<file path="src/rtl/time_keeper_pkg.sv">
// time_keeper_pkg: shared mode encodings, BCD limits and BCD increment helpers.
package time_keeper_pkg;
  typedef enum logic [1:0] {
    RUN     = 2'd0,
    SET_HR  = 2'd1,
    SET_MIN = 2'd2
  } mode_t;
  typedef struct packed {
    logic [3:0] tens;
    logic [3:0] ones;
  } bcd2_t;
  localparam logic [3:0] SEC_MAX_TENS = 4'd5;
  localparam bcd2_t BCD59    = {SEC_MAX_TENS, 4'd9};
  localparam bcd2_t HR24_MAX = 8'h23;
  localparam bcd2_t HR12_MAX = 8'h12;
  localparam bcd2_t HR12_MIN = 8'h01;
  function automatic bcd2_t bcd_step(bcd2_t v);
    return (v.ones == 4'd9) ? {v.tens + 4'd1, 4'd0} : {v.tens, v.ones + 4'd1};
  endfunction
  function automatic bcd2_t bcd_inc60(bcd2_t v);
    return (v == BCD59) ? 8'h00 : bcd_step(v);
  endfunction
  function automatic bcd2_t hr_inc(bcd2_t v, logic h24);
    return h24 ? ((v == HR24_MAX) ? 8'h00 : bcd_step(v))
               : ((v == HR12_MAX) ? HR12_MIN : bcd_step(v));
  endfunction
  // In 12-hour format the meridiem flips when 11 rolls over to 12.
  function automatic logic hr_pm_flip(bcd2_t v, logic h24);
    return !h24 && (v == 8'h11);
  endfunction
endpackage

</file>
<file path="src/rtl/time_keeper_rise_detect.sv">
// rise_detect: one-cycle pulse on a rising edge of a level synchronous to clk_4kHz.
module rise_detect (
  input  logic clk_4kHz,
  input  logic reset,
  input  logic in,
  output logic pulse
);
  logic hist;
  always_ff @(posedge clk_4kHz) hist <= in;
  assign pulse = in & ~hist & ~reset;
endmodule

</file>
<file path="src/rtl/time_keeper.sv">
// time_keeper: BCD HH:MM:SS clock advanced by 1 Hz ticks, with button-driven hour/minute set mode.
import time_keeper_pkg::*;
module time_keeper #(
  parameter bit H24 = 1'b1
) (
  input  logic       clk_4kHz,
  input  logic       reset,
  input  logic       clk_1hz,
  input  logic       btn_mode,
  input  logic       btn_inc,
  output logic [3:0] hr_tens,
  output logic [3:0] hr_ones,
  output logic [3:0] min_tens,
  output logic [3:0] min_ones,
  output logic [3:0] sec_tens,
  output logic [3:0] sec_ones,
  output logic       pm,
  output logic [1:0] set_mode,
  output logic       blink_hr,
  output logic       blink_min
);
  localparam bcd2_t HR_RST = H24 ? 8'h00 : HR12_MAX;
  mode_t state, state_n;
  bcd2_t hr, mn, sc, hr_n, mn_n, sc_n;
  logic pm_r, pm_n, tick, mode_p, inc_p, inc_hr, inc_mn;
  rise_detect u_tick (.clk_4kHz(clk_4kHz), .reset(reset), .in(clk_1hz),  .pulse(tick));
  rise_detect u_mode (.clk_4kHz(clk_4kHz), .reset(reset), .in(btn_mode), .pulse(mode_p));
  rise_detect u_inc  (.clk_4kHz(clk_4kHz), .reset(reset), .in(btn_inc),  .pulse(inc_p));
  always_ff @(posedge clk_4kHz)
    if (reset) state <= RUN;
    else state <= state_n;
  always_comb
    state_n = !mode_p          ? state   :
              (state == RUN)    ? SET_HR  :
              (state == SET_HR) ? SET_MIN : RUN;
  // A mode press in the same cycle as an inc press swallows the inc.
  assign inc_hr = inc_p && !mode_p && (state == SET_HR);
  assign inc_mn = inc_p && !mode_p && (state == SET_MIN);
  always_comb begin
    sc_n = sc;
    mn_n = mn;
    hr_n = hr;
    pm_n = pm_r;
    if (tick && state == RUN) begin
      sc_n = bcd_inc60(sc);
      if (sc == BCD59) mn_n = bcd_inc60(mn);
      if (sc == BCD59 && mn == BCD59) begin
        hr_n = hr_inc(hr, H24);
        pm_n = pm_r ^ hr_pm_flip(hr, H24);
      end
    end
    if (mode_p && state == SET_MIN) sc_n = 8'h00;
    if (inc_hr) begin
      hr_n = hr_inc(hr, H24);
      pm_n = pm_r ^ hr_pm_flip(hr, H24);
    end
    if (inc_mn) mn_n = bcd_inc60(mn);
  end
  always_ff @(posedge clk_4kHz)
    if (reset) begin
      hr   <= HR_RST;
      mn   <= 8'h00;
      sc   <= 8'h00;
      pm_r <= 1'b0;
    end else begin
      hr   <= hr_n;
      mn   <= mn_n;
      sc   <= sc_n;
      pm_r <= pm_n;
    end
  always_comb begin
    {hr_tens, hr_ones}   = hr;
    {min_tens, min_ones} = mn;
    {sec_tens, sec_ones} = sc;
    pm        = H24 ? 1'b0 : pm_r;
    set_mode  = state;
    blink_hr  = (state == SET_HR) & clk_1hz;
    blink_min = (state == SET_MIN) & clk_1hz;
  end
endmodule
</file>
<file path="config.mk">
export PLATFORM = sky130hd
export DESIGN_NAME = time_keeper
export DESIGN_NICKNAME = d
export VERILOG_FILES = /design/src/rtl/time_keeper_pkg.sv /design/src/rtl/time_keeper_rise_detect.sv /design/src/rtl/time_keeper.sv
export SDC_FILE = /design/constraint.sdc
export NUM_CORES = 1
export LEC_CHECK = 0
export BUFFER_PORTS_ARGS = -buffer_cell sky130_fd_sc_hd__buf_4
export CAP_MARGIN = 10
export CORE_MARGIN = 1.5
export CORE_UTILIZATION = 57
export CTS_CLUSTER_SIZE = 10
export DETAILED_ROUTE_END_ITERATION = 8
export PLACE_DENSITY = 0.84
export SYNTH_ARGS = -nofsm -noshare
export SYNTH_HDL_FRONTEND = slang
export SYNTH_SLANG_ARGS = --single-unit
</file>
<file path="constraint.sdc">
create_clock -name clk_4kHz -period 6.1 [get_ports clk_4kHz]
set_clock_uncertainty 0.05 [all_clocks]
set_input_delay 1.22 -clock clk_4kHz [delete_from_list [all_inputs] [get_ports clk_4kHz]]
set_output_delay 1.22 -clock clk_4kHz [all_outputs]
set_load 0.02 [all_outputs]
</file>
; ---- After elaboration in Yosys (flattened, before gate mapping)
; Index checks and enable logic that the tools add are counted.
[classes]
add_sub_neg = 6
eq_ne = 8
n_mux = 14
bitwise = 12
n_reduce_logical = 17
[op_table]
columns = op, n
row1 = $mux W8, 12
row2 = $add A4 B1 Y4 const B, 6
row3 = $eq A8 B7 Y1 const B, 2
row4 = $eq A4 B4 Y1 const B, 3
row5 = $reduce_bool A2 Y1, 5
row6 = $and A1 B1 Y1, 8
row7 = $eq A8 B6 Y1 const B, 1
row8 = $logic_and A1 B1 Y1, 6
row9 = $reduce_and A2 Y1, 3
row10 = $mux W2, 2
row11 = $not A1 Y1, 4
row12 = $eq A2 B1 Y1 const B, 1
row13 = $eq A2 B2 Y1 const B, 1
row14 = $logic_not A2 Y1, 1
row15 = $reduce_or A2 Y1, 1
row16 = $logic_not A1 Y1, 1
[word_totals]
ff_bits = 29
in_bits = 5
out_inout_bits = 29
elab_cells = 67

; ---- Logic depth before layout (Yosys ltp)
[logic_depth]
ltp_word = 8
ltp_mapped = 8
depth_no_buf = 7

; ---- Hierarchy
; From an unflattened synthesis, not the netlist that was laid out.
[unflattened]
cells_unflattened = 171
hier_area_um2 = 1519.0
[modules_own_cells]
columns = mod, instances, cells_per_inst, area_each_um2, seq_area_each_um2
row1 = time_keeper, 1, 165, 1421.4, 520.5
row2 = rise_detect, 3, 2, 32.5, 20.0

; ---- Worst setup path after synthesis
; Ideal clock, no wire load.
[synth_timing]
kind = input to register
from = input clk_1hz
to = register hr (netlist bit hr_tens[2])
setup_ns = 0.070
t_arrival_ns = 2.840
required_ns = 5.980
setup_slack_ns = 3.140
stages = 6
n_path_buf = 1
cell_sequence = or4b_4 nor4_4 a31oi_1 buf_2 or4_1 a21oi_1
[synth_via]
elab_chain_len = 5
[synth_lines]
columns = item, line_no
row1 = from (decl), time_keeper.sv:8  ; input logic clk_1hz,
row2 = $and A1 B1 Y1 (2 in a row), time_keeper_rise_detect.sv:10  ; assign pulse = in & ~hist & ~reset;
row3 = $logic_and A1 B1 Y1, time_keeper.sv:44  ; if (tick && state == RUN) begin
row4 = $reduce_bool A2 Y1 (no line), --
row5 = $reduce_and A2 Y1 (no line), --
row6 = to (signal assigned), time_keeper.sv:66  ; hr <= hr_n;
row7 = to (decl), time_keeper.sv:24  ; bcd2_t hr, mn, sc, hr_n, mn_n, sc_n;
; Every way passes these cells.
; A chain may end at the register's enable or synchronous reset.

; ---- Final worst setup path
[layout_timing]
from = input clk_1hz
to = register hr (netlist bit hr_tens[3])
; The elaborated chain is that of the path after synthesis.

==> summary.txt <==
Power and ir drop
  – Leakage: 0.735 nW
  – PD cells: 186 nW/um^2
  – Total power: 335 uW
  – Worst ir drop on vdd: 0.137 mV

Synth
  – EDFF count, synth: 0
  – Synthesized instance count: 174
  – Yosys reg bits: 29
  – Distinct cells, synth: 39
  – Mean Syn Cell Area: 8.56 um^2
  – Post-synth top area share: 39.0%
  – Area contributors post-synth: dfxtp_1 (39%), ha_1 (10%), a21oi_1 (5.0%), nor2_1 (4.8%), o21ai_0 (3.0%)
  – Sequential-to-total area share from yosys stat: 39.0%
  – Main flop type after synthesis: dfxtp_1
  – Synth async-reset ratio: 0%
  – Syn_nets: 191
  – Synthesized area: 1490 um^2
  – Area leader, netlist: dfxtp_1
  – Yosys warning total: 0

Run
  – Max_cap viols: 0

Placement
  – Dpl cell area: 1740 um^2
  – Dpl cells: 230
  – Buffers on Ports: 32
  – DP Wirelength: 2.27 mm
  – Gpl congestion: 0.781

Final layout
  – Fillcell total: 216
  – Finished Layout Cells: 237
  – Area Overhead vs Synth: 20.5%
  – # nets final: 224
  – Antenna diode count: 0
  – Post-route cell area: 1800 um^2
  – Most common cell after layout, fill and taps aside: buf_4
  – Layout cell share with drive strength beyond 1: 20.3%
  – Core Util, Final: 72.5%
  – Highest-count cells in the layout ignoring fill and taps: buf_4 (32), dfxtp_1 (29), nor2_1 (19)

Timing
  – Fin crit period: 2950 ps
  – RSZ-0062 raised after global routing: no
  – Hold Fails Final Rpt: 0
  – Fmax: 339 MHz
  – Fin. max-slew vios: 0
  – Tcrit/Tclk final: 48.3%
  – Sum Neg Setup Slack: 0 ps
  – Slew Limit Headroom: 48.5%
  – Final setup viols: 0
  – Worst-margin pin slew: 769 ps

Clock network
  – CTS tree: built
  – Cts bufs inserted: 5
  – Post-cts resize count: 0
  – H-tree levels: 2
  – Clock tree root driver cell: clkbuf_4
  – Clock Sink Count: 29
  – Clock latency on the worst-skew pair: 320 ps
  – Post CTS Setup Buffer Count: 0
  – Hold buffers post-CTS: 0
  – Maximum root-to-sink buffer count: 2
  – Clock slew at reported path FFs: 90 ps

Setup path
  – Critical path fanouts, max: 11
  – Flop2flop setup slack: 3690 ps
  – Crit. End Element: register
  – FF-to-FF Start: set_mode[1]
  – WP data arrival: 3150 ps
  – Crit Path Class: in -> reg
  – Reg2reg end: hr_tens[3]
  – Crit start category: input pin
  – R2r worst-path depth: 5
  – Worst Path Required: 6310 ps

Die
  – Ports: 34
  – Std cell rows: 18
  – Total Die Area: 2930 um^2
  – DIE HEIGHT: 54.1 um
  – Die Width: 54.1 um
  – Core area: 2480 um^2
  – Initial core utilization: 60.2%

Global routing
  – Pin count of the biggest net entering global routing: 27
  – Grt total ovfl: 0
  – Overall routing resource usage: 23.0%
  – Vias in the first global route: 1108
  – Initial antenna violation count: 0
  – Global-route wire length before repair: 4.72 mm

Routing
  – Vias: 1347
  – Vias per cell: 5.68
  – WL final: 3.10 mm
  – # DRC: 0
  – Iteration-0 DRC Markers: 25
  – Routed Antenna Nets: 0
  – DRT Pass-1 Iters: 5
  – Mean routed wirelength per cell: 13.1 um

Worst hold path
  – Worst hold stages: 2
  – Hold EP: min_ones[1]
  – HP Class: reg -> reg
  – Worst Hold Launch: min_ones[1]

Status
  – Outcome: finished, final reports clean
## layer usage
metal,track usage [%],vias up,routed length [um]
met5,0,-,0
met4,14.2,0,57
met3,5.83,4,117
met2,37.3,34,1550
met1,26.9,628,1380
li1,-,681,-
## cell families after synthesis
logic type      after synthesis  synth area share, %
mux                           3                 2.02
compound gates               36                 13.9
fa+ha+maj                    12                 10.1
other cells                   1                0.252
flops                        29                 39.0
simple gates                 75                 29.0
xor+xnor                      3                 1.76
buf+inv                      15                 4.11
## metrics by stage
step           setup slack, ps  hold slack, ps
2_1_floorplan             3140             514
3_3_place_gp              2870             443
3_5_place_dp              2830             445
4_1_cts                   3180             458
5_1_grt                   3070             477
6_report                  3150             454
## layout make-up
class / count / area [um^2] / share of cell area [%]
Clock buffer: 7 / 55.1 / 3.07
Timing Repair Buffer: 32 / 240 / 13.4
Tap cell: 30 / 37.5 / 2.09
Multi-Input combinational cell: 130 / 848 / 47.2
Inverter: 9 / 33.8 / 1.88
Sequential cell: 29 / 581 / 32.3
## sequential cells by signal, indices dropped and copies added, names as in the netlist
| register | cells |
|---|---|
| hr_ones | 4 |
| hr_tens | 4 |
| min_ones | 4 |
| min_tens | 4 |
| sec_ones | 4 |
| sec_tens | 4 |
| set_mode | 2 |
| u_inc.hist | 1 |
| u_mode.hist | 1 |
| u_tick.hist | 1 |
## synth_stat cells, drive strengths merged (5+ instances only)
master and count:
nand3 6, dfxtp 29, a21oi 15, ha 12
nor2 19, or4 5, or3 7, nand2 12
inv 9, o21ai 10
## critical path: stages
cell     delay (ps)
buf_4            90
or4b_4          490
nor4_4          290
a31oi_1         320
or4_1           570
a31oi_1         160
## report_power, final
group	internal (mW)	switching, mW
sequential	0.192	0.00249
clock	0.0543	0.0650
combinational	0.00879	0.0124
## worst max-delay path by stage
stage            start          to  cells past startpoint
6_report       clk_1hz  hr_tens[3]                      6
5_1_grt        clk_1hz  hr_tens[3]                      6
4_1_cts        clk_1hz  hr_tens[3]                      6
3_5_place_dp   clk_1hz  hr_tens[3]                      6
3_3_place_gp   clk_1hz  hr_tens[3]                      6
2_1_floorplan  clk_1hz  hr_tens[2]                      6
Power figures use the tool's default switching activity.
